--- src/rtl/pipe_pkg.sv ---
// Shared types and constants for the elastic pipeline-stage register and its
// optional statistics block.
package pipe_pkg;

    typedef enum logic [1:0] {
        EMPTY = 2'd0,
        HALF  = 2'd1,
        FULL  = 2'd2
    } pipe_state_t;

    localparam logic [31:0] PIPE_NOP    = 32'h0000_0000;
    localparam int          STALL_CNT_W = 32;
    localparam int          FLUSH_CNT_W = 16;

endpackage

--- src/rtl/pipe_stage_stats.sv ---
// Saturating stall/flush event counters for one pipeline stage.
// Only instantiated when PIPE_STAGE_STATS_EN is defined.
module pipe_stage_stats
    import pipe_pkg::*;
(
    input  logic                   clk,
    input  logic                   rst,
    input  logic                   i_stall,
    input  logic                   i_flush_held,
    output logic [STALL_CNT_W-1:0] o_stall_cnt,
    output logic [FLUSH_CNT_W-1:0] o_flush_cnt
);

    logic [STALL_CNT_W-1:0] r_stall_cnt;
    logic [FLUSH_CNT_W-1:0] r_flush_cnt;

    // Counters stick at all-ones rather than wrapping.
    always_ff @(posedge clk) begin
        if (rst) begin
            r_stall_cnt <= '0;
            r_flush_cnt <= '0;
        end else begin
            if (i_stall && (r_stall_cnt != '1)) begin
                r_stall_cnt <= r_stall_cnt + 1'b1;
            end
            if (i_flush_held && (r_flush_cnt != '1)) begin
                r_flush_cnt <= r_flush_cnt + 1'b1;
            end
        end
    end

    assign o_stall_cnt = r_stall_cnt;
    assign o_flush_cnt = r_flush_cnt;

endmodule

--- src/rtl/pipe_stage_reg.sv ---
// Elastic ready/valid pipeline-stage register with a 2-entry skid buffer.
// Define PIPE_STAGE_STATS_EN to add the stall_cnt/flush_cnt statistics ports.
module pipe_stage_reg
    import pipe_pkg::*;
#(
    parameter int                DATA_W = 64,
    parameter logic [DATA_W-1:0] BUBBLE = DATA_W'(PIPE_NOP)
) (
    input  logic                   clk,
    input  logic                   rst,
    input  logic                   in_valid,
    input  logic [DATA_W-1:0]      in_data,
    output logic                   in_ready,
    output logic                   out_valid,
    output logic [DATA_W-1:0]      out_data,
    input  logic                   out_ready,
    input  logic                   flush
`ifdef PIPE_STAGE_STATS_EN
    ,
    output logic [STALL_CNT_W-1:0] stall_cnt,
    output logic [FLUSH_CNT_W-1:0] flush_cnt
`endif
);

    pipe_state_t       r_state;
    pipe_state_t       w_state_next;
    logic [DATA_W-1:0] r_main;
    logic [DATA_W-1:0] r_skid;
    logic [DATA_W-1:0] w_main_next;
    logic [DATA_W-1:0] w_skid_next;
    logic              w_accept;
    logic              w_consume;

    always_ff @(posedge clk) begin
        if (rst) begin
            r_state <= EMPTY;
            r_main  <= BUBBLE;
            r_skid  <= BUBBLE;
        end else begin
            r_state <= w_state_next;
            r_main  <= w_main_next;
            r_skid  <= w_skid_next;
        end
    end

    // Handshake outputs decode the state register only, so in_ready never
    // has a combinational path from out_ready or flush.
    always_comb begin
        w_state_next = r_state;
        w_main_next  = r_main;
        w_skid_next  = r_skid;
        in_ready     = (r_state != FULL);
        out_valid    = (r_state != EMPTY);
        w_accept     = in_valid & in_ready;
        w_consume    = out_valid & out_ready;

        if (flush) begin
            w_state_next = EMPTY;
        end else begin
            case (r_state)
                EMPTY: begin
                    if (w_accept) begin
                        w_state_next = HALF;
                        w_main_next  = in_data;
                    end
                end
                HALF: begin
                    if (w_accept && w_consume) begin
                        w_main_next  = in_data;
                    end else if (w_accept) begin
                        w_state_next = FULL;
                        w_skid_next  = in_data;
                    end else if (w_consume) begin
                        w_state_next = EMPTY;
                    end
                end
                FULL: begin
                    if (w_consume) begin
                        w_state_next = HALF;
                        w_main_next  = r_skid;
                    end
                end
                default: begin
                    w_state_next = EMPTY;
                end
            endcase
        end
    end

    assign out_data = out_valid ? r_main : BUBBLE;

`ifdef PIPE_STAGE_STATS_EN
    pipe_stage_stats u_stats (
        .clk          (clk),
        .rst          (rst),
        .i_stall      (out_valid & ~out_ready),
        .i_flush_held (flush & out_valid),
        .o_stall_cnt  (stall_cnt),
        .o_flush_cnt  (flush_cnt)
    );
`else
    // Statistics disabled: the stage is purely the handshake datapath.
`endif

endmodule

--- config.mk ---
export PLATFORM = sky130hd
export DESIGN_NAME = pipe_stage_reg
export DESIGN_NICKNAME = d
export VERILOG_FILES = /design/src/rtl/pipe_pkg.sv /design/src/rtl/pipe_stage_stats.sv /design/src/rtl/pipe_stage_reg.sv
export SDC_FILE = /design/constraint.sdc
export NUM_CORES = 1
export LEC_CHECK = 0
export CAP_MARGIN = 10
export CORE_UTILIZATION = 50
export CTS_CLUSTER_SIZE = 28
export DETAILED_ROUTE_END_ITERATION = 7
export PLACE_DENSITY_LB_ADDON = 0.3
export RECOVER_POWER = 25
export SYNTH_ARGS = -nofsm -noshare
export SYNTH_HDL_FRONTEND = slang
export SYNTH_HIERARCHICAL = 1
export SYNTH_SLANG_ARGS = --single-unit
--- constraint.sdc ---
create_clock -name clk -period 1.62 [get_ports clk]
set_input_delay 0.324 -clock clk [delete_from_list [all_inputs] [get_ports clk]]
set_output_delay 0.324 -clock clk [all_outputs]
set_load 0.01 [all_outputs]
# Word level (Yosys, flattened, before mapping)
# Index checks and enable logic that the tools add are counted.
# word_totals
output_inout_bits,66
elab_cells,34
ff_bits,130
input_bits,69
# classes
reduce_logical,8
n_mux,11
n_eq_ne,8
bitwise_logic,4
# ops
cell,count
two-way mux 64 bit,4
case mux 64 bit (3 select lines),1
two-way mux 2 bit,5
!= test 2 bit (second input constant),5
AND reduction 4 bit,2
case mux 2 bit (3 select lines),1
AND reduction 5 bit,1
!= test 3 bit (second input constant),1
nonzero test 3 bit,1
AND 1 bit,2
== test 2 x 1 -> 1 bit (second input constant),1
== test 2 bit (second input constant),1
logical NOT 2 bit,1
NOT 1 bit,2
nonzero test 2 bit,1
OR reduction 2 bit,1
logical AND 1 bit,1

# Longest topological paths before layout
# logic_depth
depth_word,6
depth_mapped,6
ltp_nobuf,4

# Worst setup path before layout
# No wires, ideal clock.
# synth_path
path_kind,register to output
startpoint,register r_state[0]
endpoint,output out_data[10]
required_ns,1.296
path_buffers,2
stages_incl_launch_ff,5
path_slack_ns,0.157
arrival_ns,1.139
path_cell_list,dfxtp_1 -> nor2_1 -> clkbuf_1 -> clkbuf_1 -> nor2b_1
# synth_via
elab_chain_cells,2
# synth_rtl
element,line_no,rtl
start: declaration,pipe_stage_reg.sv:25,pipe_state_t r_state;
start signal: assignment,pipe_stage_reg.sv:40,r_state <= w_state_next;
nonzero test 2 bit,pipe_stage_reg.sv:53,out_valid = (r_state != EMPTY);
two-way mux 64 bit,pipe_stage_reg.sv:90,assign out_data = out_valid ? r_main : BUBBLE;
end: declaration,pipe_stage_reg.sv:15,"output logic [DATA_W-1:0] out_data,"
# Every way passes these cells.

# Worst setup path in the final report
# layout_path
startpoint,register r_state[1]
endpoint,output out_data[19]
# The elaborated chain is that of the path after synthesis.

==> impl_metrics.ini <==
[power_and_ir_drop]
p_sw_frac = 0.236
p_sw_uw = 1970
p_int_uw = 6380
powerDensity_mw_per_mm2 = 908
power.leakage_uw = 0.00400
clock_power_share = 0.474
vdd_drop_max_mv = 0.866
combPwrFrac = 0.125
seqPwrFrac = 0.401

[finish]
finish.utilization = 0.694
finalNetCount = 933
stdcell_count = 1053
diodes = 0
postLayoutCellArea_sq_mm = 0.00919
areaGrowthSynthToFinish_pct = 35.4
drive_above_1_share = 0.281

[critical_path]
rrSetupSlack_ns = -0.09
r2r_end = r_main[49]
critPathArrivalTime_ns = 1.46
end_kind = output pin
cp_max_fo = 9
required_ns = 1.30
startpoint_type = flip-flop
worstRegToRegCells = 7
worstReg2RegStart = r_state[0]
path_class = reg -> out

[drt]
drt_wl_total_mm = 18.0
viasPerCell = 5.62
routedWlPerCell_um = 17.1
firstDrtPassIters = 5
vias = 5919
drc = 0
drt_iter0_markers = 513
ant_nets = 0

[status]
violations = negative setup slack
run_status = finished with violations

[sta]
setup-tns-final_ns = -7.84
slew_headroom = 0.601
fin_crit_ns = 1.79
slew_viol_final = 0
max_clock_freq_ghz = 0.560
final-hold-violation-count = 0
fin_skew_ns = 0.00636
tightest_slew_ns = 0.599
rsz0062_at_grt = true
worst_slack_ns = -0.166
holdWs_ns = 0.294
post-route-period-util = 1.10
setup_viol = 117

[hold_path]
hold_class = in -> reg
hp-start = rst
hold_path_depth = 2
min_delay_worst_endpoint = r_skid[45]

[yosys]
synth_common_cells = dfxtp_1 (130), nand2_1 (130), nor2b_1 (129), a21oi_1 (66), mux2i_1 (64)
synth_top_family_by_area = compound AO/OA/AOI/OAI gates
synth_top_area_share = 0.383
ys_dominant_reg_cell = dfxtp_1
synthAdderAreaFrac = 0
syn-num-nets = 805
ys_seq_elements = 130
synth_simple_gate_area_frac = 0.201
synth_xor_area_frac = 0
synth_edf_count = 0
netlist_area_sq_mm = 0.00679
synthTopCellsByArea = dfxtp_1 (38%), o41ai_2 (13%), nor2b_1 (12%)
yosys.area.top_type = dfxtp_1
synthArstFlopShare = 0
synth.distinct_cells = 26
synthMuxAreaShare = 0.0944
syn_area_per_cell_sq_um = 9.22
synth_cells = 736
seq_area_frac_synth = 0.383
ys_warn_count = 6
synth_compound_area_frac = 0.245

[placement]
dp_cells = 1004
dp_hpwl_mm = 10.5
gp_congestion = 0.792
postPlaceCellArea_sq_mm = 0.00835
io_buffers = 134

[cts]
clk_latency_ns = 0.42
root_buffer = clkbuf_16
clkTransAtPathRegs_ns = 0.06
cts_tree = built
cts_buffers = 17
cts_hold_buf = 0
clock_sinks = 130
htreeDepth = 4
cts_buffer_depth = 2

[floorplanning]
initial_core_util = 0.513
die_h_um = 119
rows = 42
die_area_sq_mm = 0.0140
core_area_sq_mm = 0.0132
num_io_pins = 135
die_w_um = 119

[global_routing]
grt_max_degree = 105
grt_pass1_wl_mm = 27.0
antenna_found_initial = 0
global_route.overflow_total = 0
grt_usage = 0.241
grt_pass1_vias = 5713

[job]
cap_violations = 0
==> worst max-delay path by stage <==
stage | start | to | depth (start not counted)
after floorplan | r_state[0] | out_data[10] | 4
after global placement | out_ready | r_skid[45] | 6
after detailed placement | in_valid | r_main[57] | 6
after CTS | r_state[0] | out_data[42] | 5
after global routing | r_state[1] | out_data[18] | 6
final | r_state[1] | out_data[19] | 6
==> cell type report <==
cell class | instances | area (sq um)
fillers | 983 | 4050
clock inverters | 10 | 130
clock buffers | 22 | 484
well taps | 176 | 220
multi-input cells | 528 | 3860
flip-flops and latches | 130 | 2610
repair buffers | 186 | 1890
inverters | 1 | 3.75
==> through the flow <==
stage               setup slack (ns)  total power, uW
detailed placement            -0.427             4350
global route                  -0.214             8630
global placement              -0.350             4320
finish                        -0.166             8350
CTS                           -0.217             8300
floorplan                      0.157             3930
==> kinds of logic after synthesis <==
logic type / count (synthesis)
buffers and inverters: 78
muxes: 64
DFF: 130
and+or+nand+nor: 267
AOI/OAI and AO/OA: 197
==> critical path, stage by stage (launching register included) <==
cell and delay [ns]:
dfxtp_2 0.35, nor2_4 0.05, buf_12 0.15, buf_12 0.14, buf_4 0.14, nor2b_4 0.11
buf_6 0.10
==> metal layers <==
layer	vias up	share of wire	track usage
li1	2827	-	-
met1	2871	0.43	0.283
met2	194	0.50	0.414
met3	27	0.050	0.0719
met4	0	0.021	0.0934
met5	-	0	0
==> power by group through the flow <==
stage	registers [uW]	clock network [uW]	logic (uW)
2_1_floorplan	3390	0	540
3_3_place_gp	3400	0	918
3_5_place_dp	3410	0	946
4_1_cts	3340	3990	967
5_1_grt	3350	4160	1110
6_report	3350	3960	1050
==> layout by cell type (no fill, tap or decap), types with 3 or more instances in the layout <==
cell	synthesis	routed
o41ai_1	8	6
dfxtp_1	130	128
clkbuf_8	0	4
nor2b_2	0	13
o21ai_1	46	56
mux2i_1	64	64
clkinv_2	0	5
clkbuf_16	0	24
clkdlybuf4s50_1	0	66
bufinv_16	0	3
a21oi_1	66	64
buf_4	10	19
buf_6	13	19
nand2_1	130	130
nor2b_1	129	101
buf_12	5	20
nor2b_4	0	15
buf_2	9	51
o21ai_0	18	8
o41ai_2	56	58
==> flip-flops by register name, indices dropped and copies added (netlist names) <==
signal and flops:
r_skid 64, r_state 2, r_main 64
==> what timing repair did <==
item,4_1_cts,5_1_grt
cloned,0,9
buffers inserted,6,3
pin swaps,1,2
setup endpoints to repair,87,123
endpoints found under the hold margin,0,0
resized for setup,266,76
Power figures use the tool's default switching activity.
